--- src/rtl/hilo_muldiv_ctrl.sv ---
// HI/LO multiply/divide sequencer beside EX: multu/divu over 32 iterations.
// Ports: start/op/opa/opb command, rd_req/rd_sel/rd_data read, busy/stall/done/dz status, hi/lo regs.
module hilo_muldiv_ctrl #(
  parameter int WIDTH = 32,
  parameter int CNT_W = 6
) (
  input  logic             clk,
  input  logic             rst,
  input  logic             start,
  input  logic             op,
  input  logic [WIDTH-1:0] opa,
  input  logic [WIDTH-1:0] opb,
  input  logic             rd_req,
  input  logic             rd_sel,
  output logic [WIDTH-1:0] rd_data,
  output logic             busy,
  output logic             stall,
  output logic             done,
  output logic             dz,
  output logic [WIDTH-1:0] hi,
  output logic [WIDTH-1:0] lo
);

  typedef enum logic [1:0] {
    IDLE,
    MUL,
    DIV
  } state_t;

  state_t state, state_nx;

  // acc: upper product half (+carry) or remainder
  // quo: multiplier / quotient, dvs: multiplicand / divisor
  logic [WIDTH:0]   acc;
  logic [WIDTH-1:0] quo;
  logic [WIDTH-1:0] dvs;
  logic [CNT_W-1:0] cnt;

  logic [WIDTH:0]   mul_sum;
  logic [WIDTH:0]   sh_rem;
  logic [WIDTH+1:0] trial;
  logic [WIDTH:0]   acc_nx;
  logic [WIDTH-1:0] quo_nx;
  logic             last;
  logic             dz_cmd;

  assign busy    = (state != IDLE);
  assign stall   = busy & (start | rd_req);
  assign rd_data = rd_sel ? hi : lo;
  assign last    = (cnt == CNT_W'(WIDTH - 1));
  assign dz_cmd  = start & op & (opb == '0);

  always_comb begin
    mul_sum = acc + (quo[0] ? {1'b0, dvs} : '0);
    sh_rem  = {acc[WIDTH-1:0], quo[WIDTH-1]};
    // extra top bit so the sign of the trial is exact
    trial   = {1'b0, sh_rem} - {2'b00, dvs};
    acc_nx  = acc;
    quo_nx  = quo;
    unique case (state)
      MUL: {acc_nx, quo_nx} = {mul_sum, quo} >> 1;
      DIV: begin
        if (!trial[WIDTH+1]) begin
          acc_nx = trial[WIDTH:0];
          quo_nx = {quo[WIDTH-2:0], 1'b1};
        end else begin
          acc_nx = sh_rem;
          quo_nx = {quo[WIDTH-2:0], 1'b0};
        end
      end
      default: ;
    endcase
  end

  always_comb begin
    state_nx = state;
    unique case (state)
      IDLE:    if (start && !dz_cmd) state_nx = op ? DIV : MUL;
      MUL,
      DIV:     if (last) state_nx = IDLE;
      default: state_nx = IDLE;
    endcase
  end

  always_ff @(posedge clk) begin
    if (rst) state <= IDLE;
    else     state <= state_nx;
  end

  always_ff @(posedge clk) begin
    if (rst) begin
      acc  <= '0;
      quo  <= '0;
      dvs  <= '0;
      cnt  <= '0;
      hi   <= '0;
      lo   <= '0;
      done <= 1'b0;
      dz   <= 1'b0;
    end else begin
      done <= 1'b0;
      dz   <= 1'b0;
      if (state == IDLE) begin
        if (start) begin
          if (dz_cmd) begin
            hi   <= opa;
            lo   <= '1;
            done <= 1'b1;
            dz   <= 1'b1;
          end else begin
            acc <= '0;
            quo <= op ? opa : opb;
            dvs <= op ? opb : opa;
            cnt <= '0;
          end
        end
      end else begin
        acc <= acc_nx;
        quo <= quo_nx;
        cnt <= cnt + 1'b1;
        if (last) begin
          hi   <= acc_nx[WIDTH-1:0];
          lo   <= quo_nx;
          done <= 1'b1;
        end
      end
    end
  end

endmodule

--- config.mk ---
export PLATFORM = sky130hd
export DESIGN_NAME = hilo_muldiv_ctrl
export DESIGN_NICKNAME = d
export VERILOG_FILES = /design/src/rtl/hilo_muldiv_ctrl.sv
export SDC_FILE = /design/constraint.sdc
export NUM_CORES = 1
export LEC_CHECK = 0
export CORE_AREA = 5 5 155 157
export DETAILED_ROUTE_END_ITERATION = 7
export DIE_AREA = 0 0 160 162
export DONT_BUFFER_PORTS = 1
export PLACE_DENSITY = 0.77
export SLEW_MARGIN = 20
export SYNTH_ARGS = -nofsm -noshare
export SYNTH_HDL_FRONTEND = slang
export SYNTH_SLANG_ARGS = --single-unit
--- constraint.sdc ---
create_clock -name clk -period 3.35 [get_ports clk]
set_clock_uncertainty 0.1 [all_clocks]
set_input_delay 0.67 -clock clk [delete_from_list [all_inputs] [get_ports clk]]
set_output_delay 0.67 -clock clk [all_outputs]
set_load 0.005 [all_outputs]
# Word level (Yosys, flattened, before mapping)
# Index checks and enable logic that the tools add are counted.
# totals
register_bits	171
in_bits	70
output_inout_bits	100
word_cells	74
# op_classes
add_sub_neg	3
n_eq_ne	8
mux	33
bitwise	6
n_reduce_logical	14
# op_table
op	count
32-bit two-way mux	15
33-bit two-way mux	4
33-bit case mux with 2 select lines	1
32-bit case mux with 2 select lines	1
33-bit by 32-bit subtractor with 34-bit output	1
33-bit by 32-bit adder with 33-bit output	1
32-bit zero test	1
6-bit two-way mux	3
2-bit != test (second input constant)	5
3-bit AND reduction	3
6-bit by 1-bit adder with 6-bit output (second input constant)	1
6-bit by 5-bit equality test with 1-bit output (second input constant)	1
2-bit two-way mux	3
1-bit two-way mux	5
2-bit case mux with 2 select lines	1
2-bit AND reduction	2
2-bit nonzero test	2
2-bit OR reduction	2
1-bit bitwise AND	3
3-bit nonzero test	1
2-bit by 1-bit equality test with 1-bit output (second input constant)	1
2-bit equality test (second input constant)	1
2-bit zero test	1
1-bit NOT	2
other kinds (3)	3

# Depth between registers and ports, before layout
# depth
ltp_word	6
mapped_depth	15
depth_no_buf	14

# Worst setup path after synthesis
# OpenSTA, ideal clock, no wires.
# synth_path
kind	register -> register
from	register quo[0]
to	register hi[28]
setup_time_ns	0.130
arrival_ns	2.936
t_required_ns	3.120
path_slack_ns	0.184
path_stages_with_launch	14
n_path_buf	1
synth_period_minus_slack_ns	3.166
path_cell_list	dfxtp_1 -> clkbuf_1 -> and2_1 -> ha_1 -> o211ai_1 -> o211ai_1 -> a21oi_1 -> o41ai_2 -> o211a_1 -> o21ai_0 -> a21oi_1 -> mux2_2 -> a211oi_1 -> o22ai_1
# synth_via
elab_chain_cells	5
# synth_lines
element	line_no	rtl
start: declaration	35	logic [WIDTH-1:0] quo;
start signal: assignment	112	quo <= op ? opa : opb;
start signal: assignment	119	quo <= quo_nx;
32-bit two-way mux	54	mul_sum = acc + (quo[0] ? {1'b0, dvs} : '0);
33-bit by 32-bit adder with 33-bit output	54	
33-bit case mux with 2 select lines	60	unique case (state)
32-bit two-way mux	121	if (last) begin
32-bit two-way mux	103	if (state == IDLE) begin
end signal: assignment	106	hi <= opa;
end signal: assignment	122	hi <= acc_nx[WIDTH-1:0];
end: declaration	20	output logic [WIDTH-1:0] hi,
# No other way between the ends. The select of a mux whose other input is x is not followed.
# A chain may end at the register's enable or synchronous reset.

# Worst setup path in the final report
# Same ends and word-level chain as after synthesis.

==> results.cfg <==
[timing]
grt_setup_unrepaired = true
relSlewSlack_pct = 50.04
finalCritPeriodShare_pct = 99.05
fin_crit_ps = 3318
worst_pin_slew_ps = 748.6
finalMaxSlewViolations = 0
setup_viol = 0
fmax_mhz = 301.4
setup_tns_ps = 0
worst_hold_slack_ps = 195.3
hold_viol = 0

[synthesis]
syn_avg_cell_area_um2 = 7.458
synth_nets = 1883
synthArstFlopShare_pct = 0
syn-instance-count = 1742
synth_cell_types = 81
netlist_area_um2 = 12990
synth_edf_count = 0
synth_flop_cell = dfxtp_1
synth_seq_cells = 171
synth-seq-area-share_pct = 26.35
synth_warnings = 0

[pwr]
p_leak_nw = 6.136
power.density_nw_per_um2 = 388.8
switchingPower_mw = 2.108
power_frac_seq_pct = 37.9
max-vdd-ir-drop_mv = 0.3682
pwr-share-clk_pct = 34.3
switching_share_pct = 35.93
power_frac_comb_pct = 27.8
internal_power_mw = 3.759
finalPower_mw = 5.867

[hold_path]
holdPathEnd = cnt[0]
worst_hold_path_type = primary input to flip-flop
min_from = rst
holdPathStages = 1

[placement]
dpl.hpwl_um = 34640
dp_cells = 2059
routabilityCongestion = 0.9979
port_buffers = 0

[worst_setup_path]
arrival_ps = 3530
rr_startpoint = quo[0]
rr_worst_depth = 14
required_ps = 3560
cp-end-kind = flip-flop
reg2reg_slack_ps = 30
critPathLaunchType = flip-flop
critical_path_class = flip-flop to flip-flop
timing.rr.end = hi[28]
critPathMaxFanout = 8

[grt]
grt_max_degree = 159
grt_pass1_vias = 12670
grt_pass1_wl_um = 71930
grt_overflow = 0
antenna_found_initial = 0
grt_usage_pct = 34.48

[clock_network]
postCtsHoldBufs = 0
clock-root-buffer = clkbuf_16
clkTransAtPathRegs_ps = 80
cts-buffers-inserted = 17
numClockSinks = 171
cts_tree = built
cts_max_level = 4
clk_path_buf_depth = 2
clkLatencyLatePin_ps = 440

[die]
die_x_um = 160
die_area_um2 = 25920
top_level_ports = 170
initial_core_util_pct = 58.09
core_area_um2 = 22370
num_rows = 55
die_y_um = 162

[route]
drc_errors = 0
drtPass1Iterations = 7
drt-initial-drc-count = 1905
drt-total-wl_um = 47600
via_per_inst = 6.651
drtAntennaViolNets = 0
vias = 13970
post_drt_wl_per_cell_um = 22.66

[run]
cap_violations = 0

[cells_and_area]
finalNonFillerCells = 2101
nets = 1943
syn2layout_area_growth_pct = 16.17
n_fill_cell = 1843
layout-drive-gt1-share_pct = 17.47

[run_status]
outcome = complete, no violations
[what timing repair did]
action / 4_1_cts / 5_1_grt
pin swaps: 1 / 36
cloned: 1 / 0
endpoints found under the setup margin: 8 / 53
gates resized for setup: 5 / 66
setup buffers: 2 / 6
[power by group through the flow]
stage / Clock [mW] / Sequential [mW] / Combinational [mW]
final: 2.01 / 2.23 / 1.63
after global routing: 2.11 / 2.23 / 1.74
after CTS: 2.02 / 2.21 / 1.53
after detailed placement: 0 / 2.26 / 1.50
after global placement: 0 / 2.26 / 1.48
after floorplan: 0 / 2.22 / 1.07
[synth_stat cells (21+ instances only)]
library cell / count / area, um2
a211oi_1: 52 / 390.4
a21o_1: 33 / 247.7
a21oi_1: 214 / 1071
a22oi_1: 40 / 300.3
and2_1: 32 / 200.2
clkbuf_1: 92 / 345.3
dfxtp_1: 171 / 3423
ha_1: 69 / 863.3
inv_1: 59 / 221.5
mux2_2: 34 / 382.9
mux2i_1: 83 / 830.8
nand2_1: 170 / 638.1
nand3_1: 25 / 125.1
nor2_1: 195 / 732.0
o21ai_0: 140 / 700.7
or3_1: 25 / 156.4
xnor2_1: 31 / 271.5
xor2_1: 21 / 183.9
[cell type report]
class	count	area (um2)	area share, %
multi-input cells	1391	9184	60.85
flip-flops and latches	171	3427	22.71
repair buffers	162	1324	8.771
clock buffers	18	429.2	2.844
well taps	285	356.6	2.363
inverters	59	221.5	1.467
clock inverters	14	147.6	0.9783
diodes	1	2.502	0.01658
[how the worst max path moves through the flow]
stage | start | end | cells after the start
2_1_floorplan | quo[0] | hi[28] | 13
3_3_place_gp | opb[6] | quo[31] | 13
3_5_place_dp | opb[6] | quo[31] | 13
4_1_cts | dvs[0] | hi[29] | 15
5_1_grt | dvs[0] | hi[20] | 16
6_report | quo[0] | hi[28] | 14
[state kept, by name, summed over array words and instances, names as in the netlist]
signal and cells:
acc 33, state 2, cnt 6, hi 32, quo 32, dvs 32
dz 1, lo 32, done 1
[cells by family (layout without fill, tap and decap cells)]
family / Yosys count / count (layout) / synth area share (%)
flops: 171 / 171 / 26.35
mux: 118 / 118 / 9.458
compound gates: 610 / 610 / 29.42
simple gates: 539 / 540 / 18.77
xor+xnor: 52 / 52 / 3.506
buf+inv: 181 / 253 / 5.538
other cells: 0 / 1 / 0
fa+ha+maj: 71 / 71 / 6.954
[metal layers]
metal | vias to the layer above | GRT usage (%) | part of all wire [%]
met1 | 6470 | 48.01 | 41
met3 | 145 | 9.363 | 13
li1 | 6422 | - | -
met2 | 937 | 51.91 | 43
met4 | 0 | 11.30 | 3.3
met5 | - | 0 | 0
[layout by cell type (no fill, tap or decap), types with 7 or more instances in the layout]
cell       netlist  routed
a21oi_1        214     203
nor2_1         195     194
nand2_1        170     170
dfxtp_1        171     168
buf_4            1     152
o21ai_0        140     130
mux2i_1         83      83
ha_1            69      61
inv_1           59      58
a211oi_1        52      46
a22oi_1         40      40
mux2_2          34      33
a21o_1          33      33
and2_1          32      32
xnor2_1         31      30
or3_1           25      25
nand3_1         25      24
xor2_1          21      20
and3_1          19      18
a31oi_1         18      17
clkbuf_16        0      17
a21oi_2          4      15
nor3_1          19      15
o22ai_1         11      11
o21a_1          10      10
o211ai_1        10      10
nand4_1          9       9
a211oi_2         3       9
o21ai_1          1       8
buf_12           0       8
nor4_1           8       7
nor2b_1          8       7
nand2b_1         9       7
o2111ai_1        7       7
[stage by stage]
| step | cell area, um2 | setup slack, ps | utilization (%) |
|---|---|---|---|
| floorplan | 12990 | 183.8 | - |
| CTS | 14750 | 0.2276 | 65.97 |
| detailed placement | 14130 | -127.4 | 63.18 |
| finish | 15090 | 31.96 | 67.48 |
| global placement | 14130 | -59.49 | 63.18 |
| global route | 15090 | -94.41 | 67.47 |
[critical path, cell delays in order (launching register included)]
cell and delay, ps:
dfxtp_2 340, buf_4 160, and2_1 160, ha_1 290, o211ai_1 100, o211ai_1 290, a21oi_2 130, o41ai_2 280
buf_4 190, o211a_1 150, o21ai_0 90, a21oi_2 200, mux2_4 340, a211oi_2 260, o22ai_1 110
Power figures use the tool's default switching activity.
==> edit 1 (same settings) <==
The parameter `WIDTH` goes from 32 to 16.
--- a/src/rtl/hilo_muldiv_ctrl.sv
+++ b/src/rtl/hilo_muldiv_ctrl.sv
@@ -3,3 +3,3 @@
 module hilo_muldiv_ctrl #(
-  parameter int WIDTH = 32,
+  parameter int WIDTH = 16,
   parameter int CNT_W = 6
Interface: changed (5 resized); port bits go from 170 to 90. The function was not compared with the original's and may differ.
==> edit 1 against the unedited design <==
Sequential cell count decreased by 80. Clock power shrank 50%. Cell area is 52% lower. Wire length decreased by 54%. Setup slack better by 150 ps. Core utilization is 35 points lower. Maximum frequency up 4.8%. Cell count down 47%. Total power down 33%. Synthesized area shrank 50%. Non-clock buffer count down 117. Critical path type unchanged. Critical endpoint is now acc[13]$_SDFFE_PP0P_. Largest cell class unchanged. Highest routed layer is now met5.
==> edit 1: results (changes against the unedited design) <==
Seq area share -> 0.249 (was 0.227)
DRC violation total after the first TritonRoute iteration -> 638 (was 1905)
Reg2Reg Setup Slack -> 190 ps (was 30 ps)
Area Growth Syn to Fin -> 12.3% (was 16.2%)
Static Leak -> 2.80 nW (was 6.14 nW)
Status -> completed (unchanged)
First-pass GRT wire length -> 34200 µm (was 71900 µm)
Post-DP Area -> 0.00701 mm² (was 0.0141 mm²)
Peak supply drop -> 0.000344 V (was 0.000368 V)
GRT Resource Usage Total -> 0.161 (was 0.345)
Yosys cell types -> 68 (was 81)
Share of cells above drive strength 1 -> 0.129 (was 0.175)
Post-synth top cells -> nor2_1 (135), dfxtp_1 (91), a21oi_1 (83) (was a21oi_1 (214), nor2_1 (195), dfxtp_1 (171))
Post-layout min period -> 3160 ps (was 3320 ps)
Hold Slack -> 285 ps (was 195 ps)
DRT Pass-1 Iters -> 5 (was 7)
Vias in the first global route -> 6242 (was 12700)
Inverters -> 32 (was 59)
Ranking of synthesized cells by area -> dfxtp_1 (28%), nor2_1 (7.8%), ha_1 (7.1%) (was dfxtp_1 (26%), a21oi_1 (8.2%), ha_1 (6.6%))
Largest net degree at the start of global routing -> 92 (was 159)
Syn Inst Count -> 829 (was 1742)
Setup WS pre-CTS -> 88.3 ps (was -127 ps)
Crit-path max FO -> 11 (was 8)
Fraction of area in multi-input gates -> 0.601 (was 0.609)
Placed Cells -> 1106 (was 2059)
Worst-margin pin slew -> 1030 ps (was 749 ps)
Seq cells -> 91 (was 171)
Crit path arrival time -> 3320 ps (was 3530 ps)
Syn Area/Cell -> 7.86 µm² (was 7.46 µm²)
Total wire length -> 21700 µm (was 47600 µm)
Max reg flops -> 17 (was 33)
Gpl congestion -> 0.896 (was 0.998)
Total CTS buffers -> 9 (was 17)
Fillers -> 2292 (was 1843)
Synthesized Nets -> 906 (was 1883)
[edit 1: critical path, stage by stage (launching register included)]
cell and delay, ps:
dfxtp_1 330, buf_4 190, and2_1 150, ha_1 170, inv_1 60, fa_1 420, nor2b_2 170, o21bai_1 110
a21oi_2 210, a31oi_1 210, o21a_1 260, xnor2_1 140, a22oi_1 300, a2bb2oi_1 180, nor2_1 50
[edit 1: cells by family (layout without fill, tap and decap cells)]
logic type      Yosys count  in the layout  synth area share
flops                    91             91             0.279
fa+ha+maj                39             39            0.0772
xor+xnor                 23             23            0.0309
buf+inv                  85             93            0.0520
mux                      70             70             0.114
compound gates          250            250             0.260
simple gates            271            271             0.187
[edit 1: final timing paths]
| path | from | endpoint | cells past startpoint |
|---|---|---|---|
| worst min-delay path | rst | dvs[14]$_SDFFE_PP0P_ | 1 |
| worst max-delay path | quo[0]$_SDFFE_PP0P_ | acc[13]$_SDFFE_PP0P_ | 14 |
| worst max register to register | quo[0]$_SDFFE_PP0P_ | acc[13]$_SDFFE_PP0P_ | 14 |
| worst min register to register | dvs[2]$_SDFFE_PP0P_ | dvs[2]$_SDFFE_PP0P_ | 2 |
[edit 1: power by group]
| group | leakage, nW | switching, mW | internal [mW] |
|---|---|---|---|
| clock network | 0.131 | 0.493 | 0.515 |
| logic | 1.93 | 1.02 | 0.625 |
| registers | 0.741 | 0.102 | 1.18 |
| total | 2.80 | 1.61 | 2.32 |
[edit 1: layer usage]
layer  vias up  wire length (µm)  track usage
li1       3024                 -            -
met1      3100              8870        0.206
met2       356             10000        0.267
met3        56              2020       0.0345
met4         2               742       0.0637
met5         -                13            0
==> edit 2 (config.mk and constraints unchanged) <==
Without the edit above. Encoding of `state_t`: now one-hot (3 bits for 3 states).
--- a/src/rtl/hilo_muldiv_ctrl.sv
+++ b/src/rtl/hilo_muldiv_ctrl.sv
@@ -23,6 +23,6 @@
 
-  typedef enum logic [1:0] {
-    IDLE,
-    MUL,
-    DIV
+  typedef enum logic [2:0] {
+    IDLE = 3'b001,
+    MUL  = 3'b010,
+    DIV  = 3'b100
   } state_t;
Check against the original RTL: no difference found for any inputs over 4 cycles, from zero or initial values and one cycle with rst high; so few cycles prove little.
==> edit 2 against the unedited design <==
Synthesized area fell by 0.94%. Total power is 2.9% higher. Die area stayed put. Cell area grew 1.5%. Sequential cell count is 1 higher. Setup slack got worse by 56 ps. The flow now finishes with violations (negative setup slack). Worst hold slack better by 2.4 ps. Wire length is 1.6% higher.
==> edit 2: results (changes against the unedited design) <==
Status -> complete, but fails checks (was completed)
Failing checks -> negative setup slack
# Post-CTS Setup Buffers -> 0 (was 2)
M1 WL -> 20300 µm (was 19300 µm)
Adder-Cell Fraction of Synth Area -> 0.0663 (was 0.0695)
Setup TNS -> -38.3 ps (was 0 ps)
Gpl congestion -> 1.00 (was 0.998)
Peak supply drop -> 0.000328 V (was 0.000368 V)
Multi-input gates -> 1326 (was 1391)
Fillers -> 1827 (was 1843)
Final core occ -> 0.685 (was 0.675)
Synth Area in XOR/XNOR -> 0.0272 (was 0.0351)
Total wire length -> 48400 µm (was 47600 µm)
NumNets Final -> 1897 (was 1943)
Worst reg2reg startpoint -> dvs[28]$_SDFFE_PP0P_ (was quo[0]$_SDFFE_PP0P_)
Critical Path End -> hi[12]$_SDFFE_PP0P_ (was hi[28]$_SDFFE_PP0P_)
Met3 usage -> 0.107 (was 0.0936)
Via count -> 14100 (was 14000)
Ranking of synthesized cells by area -> dfxtp_1 (27%), a211oi_1 (6.9%), ha_1 (6.3%) (was dfxtp_1 (26%), a21oi_1 (8.2%), ha_1 (6.6%))
DRC violation total after the first TritonRoute iteration -> 1740 (was 1905)
Post-cts resize count -> 10 (was 5)
Largest net degree at the start of global routing -> 168 (was 159)
Final Non-Filler Cells -> 2058 (was 2101)
Initial antenna violation count -> 1 (was 0)
R2R cell count -> 13 (was 14)
Yosys reg bits -> 172 (was 171)
WL met3 -> 6210 µm (was 6300 µm)
GRT Resource Usage Total -> 0.348 (was 0.345)
Synthesized Nets -> 1809 (was 1883)
Final WS setup -> -23.8 ps (was 32.0 ps)
Static Leak -> 6.23 nW (was 6.14 nW)
Yosys cell types -> 80 (was 81)
Setup WS pre-CTS -> -157 ps (was -127 ps)
Final Setup Violations -> 2 (was 0)
Met2 Wirelength -> 20400 µm (about the same)
-- edit 2: worst min-delay path by stage --
| stage | slack [ps] | end | cells after the start | from |
|---|---|---|---|---|
| final | 200 | dvs[30]$_SDFFE_PP0P_ | 1 | rst |
| after global routing | 180 | acc[24]$_SDFFE_PP0P_ | 1 | rst |
| after CTS | 190 | acc[8]$_SDFFE_PP0P_ | 1 | rst |
| after detailed placement | 370 | cnt[3]$_SDFFE_PP0P_ | 1 | cnt[3]$_SDFFE_PP0P_ |
| after global placement | 370 | cnt[3]$_SDFFE_PP0P_ | 1 | cnt[3]$_SDFFE_PP0P_ |
| after floorplan | 350 | cnt[3]$_SDFFE_PP0P_ | 1 | cnt[3]$_SDFFE_PP0P_ |
-- edit 2: power breakdown --
part,internal (mW),total (mW),switching (mW)
clock,1.01,2.06,1.05
sequential,2.15,2.28,0.128
combinational,0.719,1.70,0.983
total,3.88,6.04,2.16
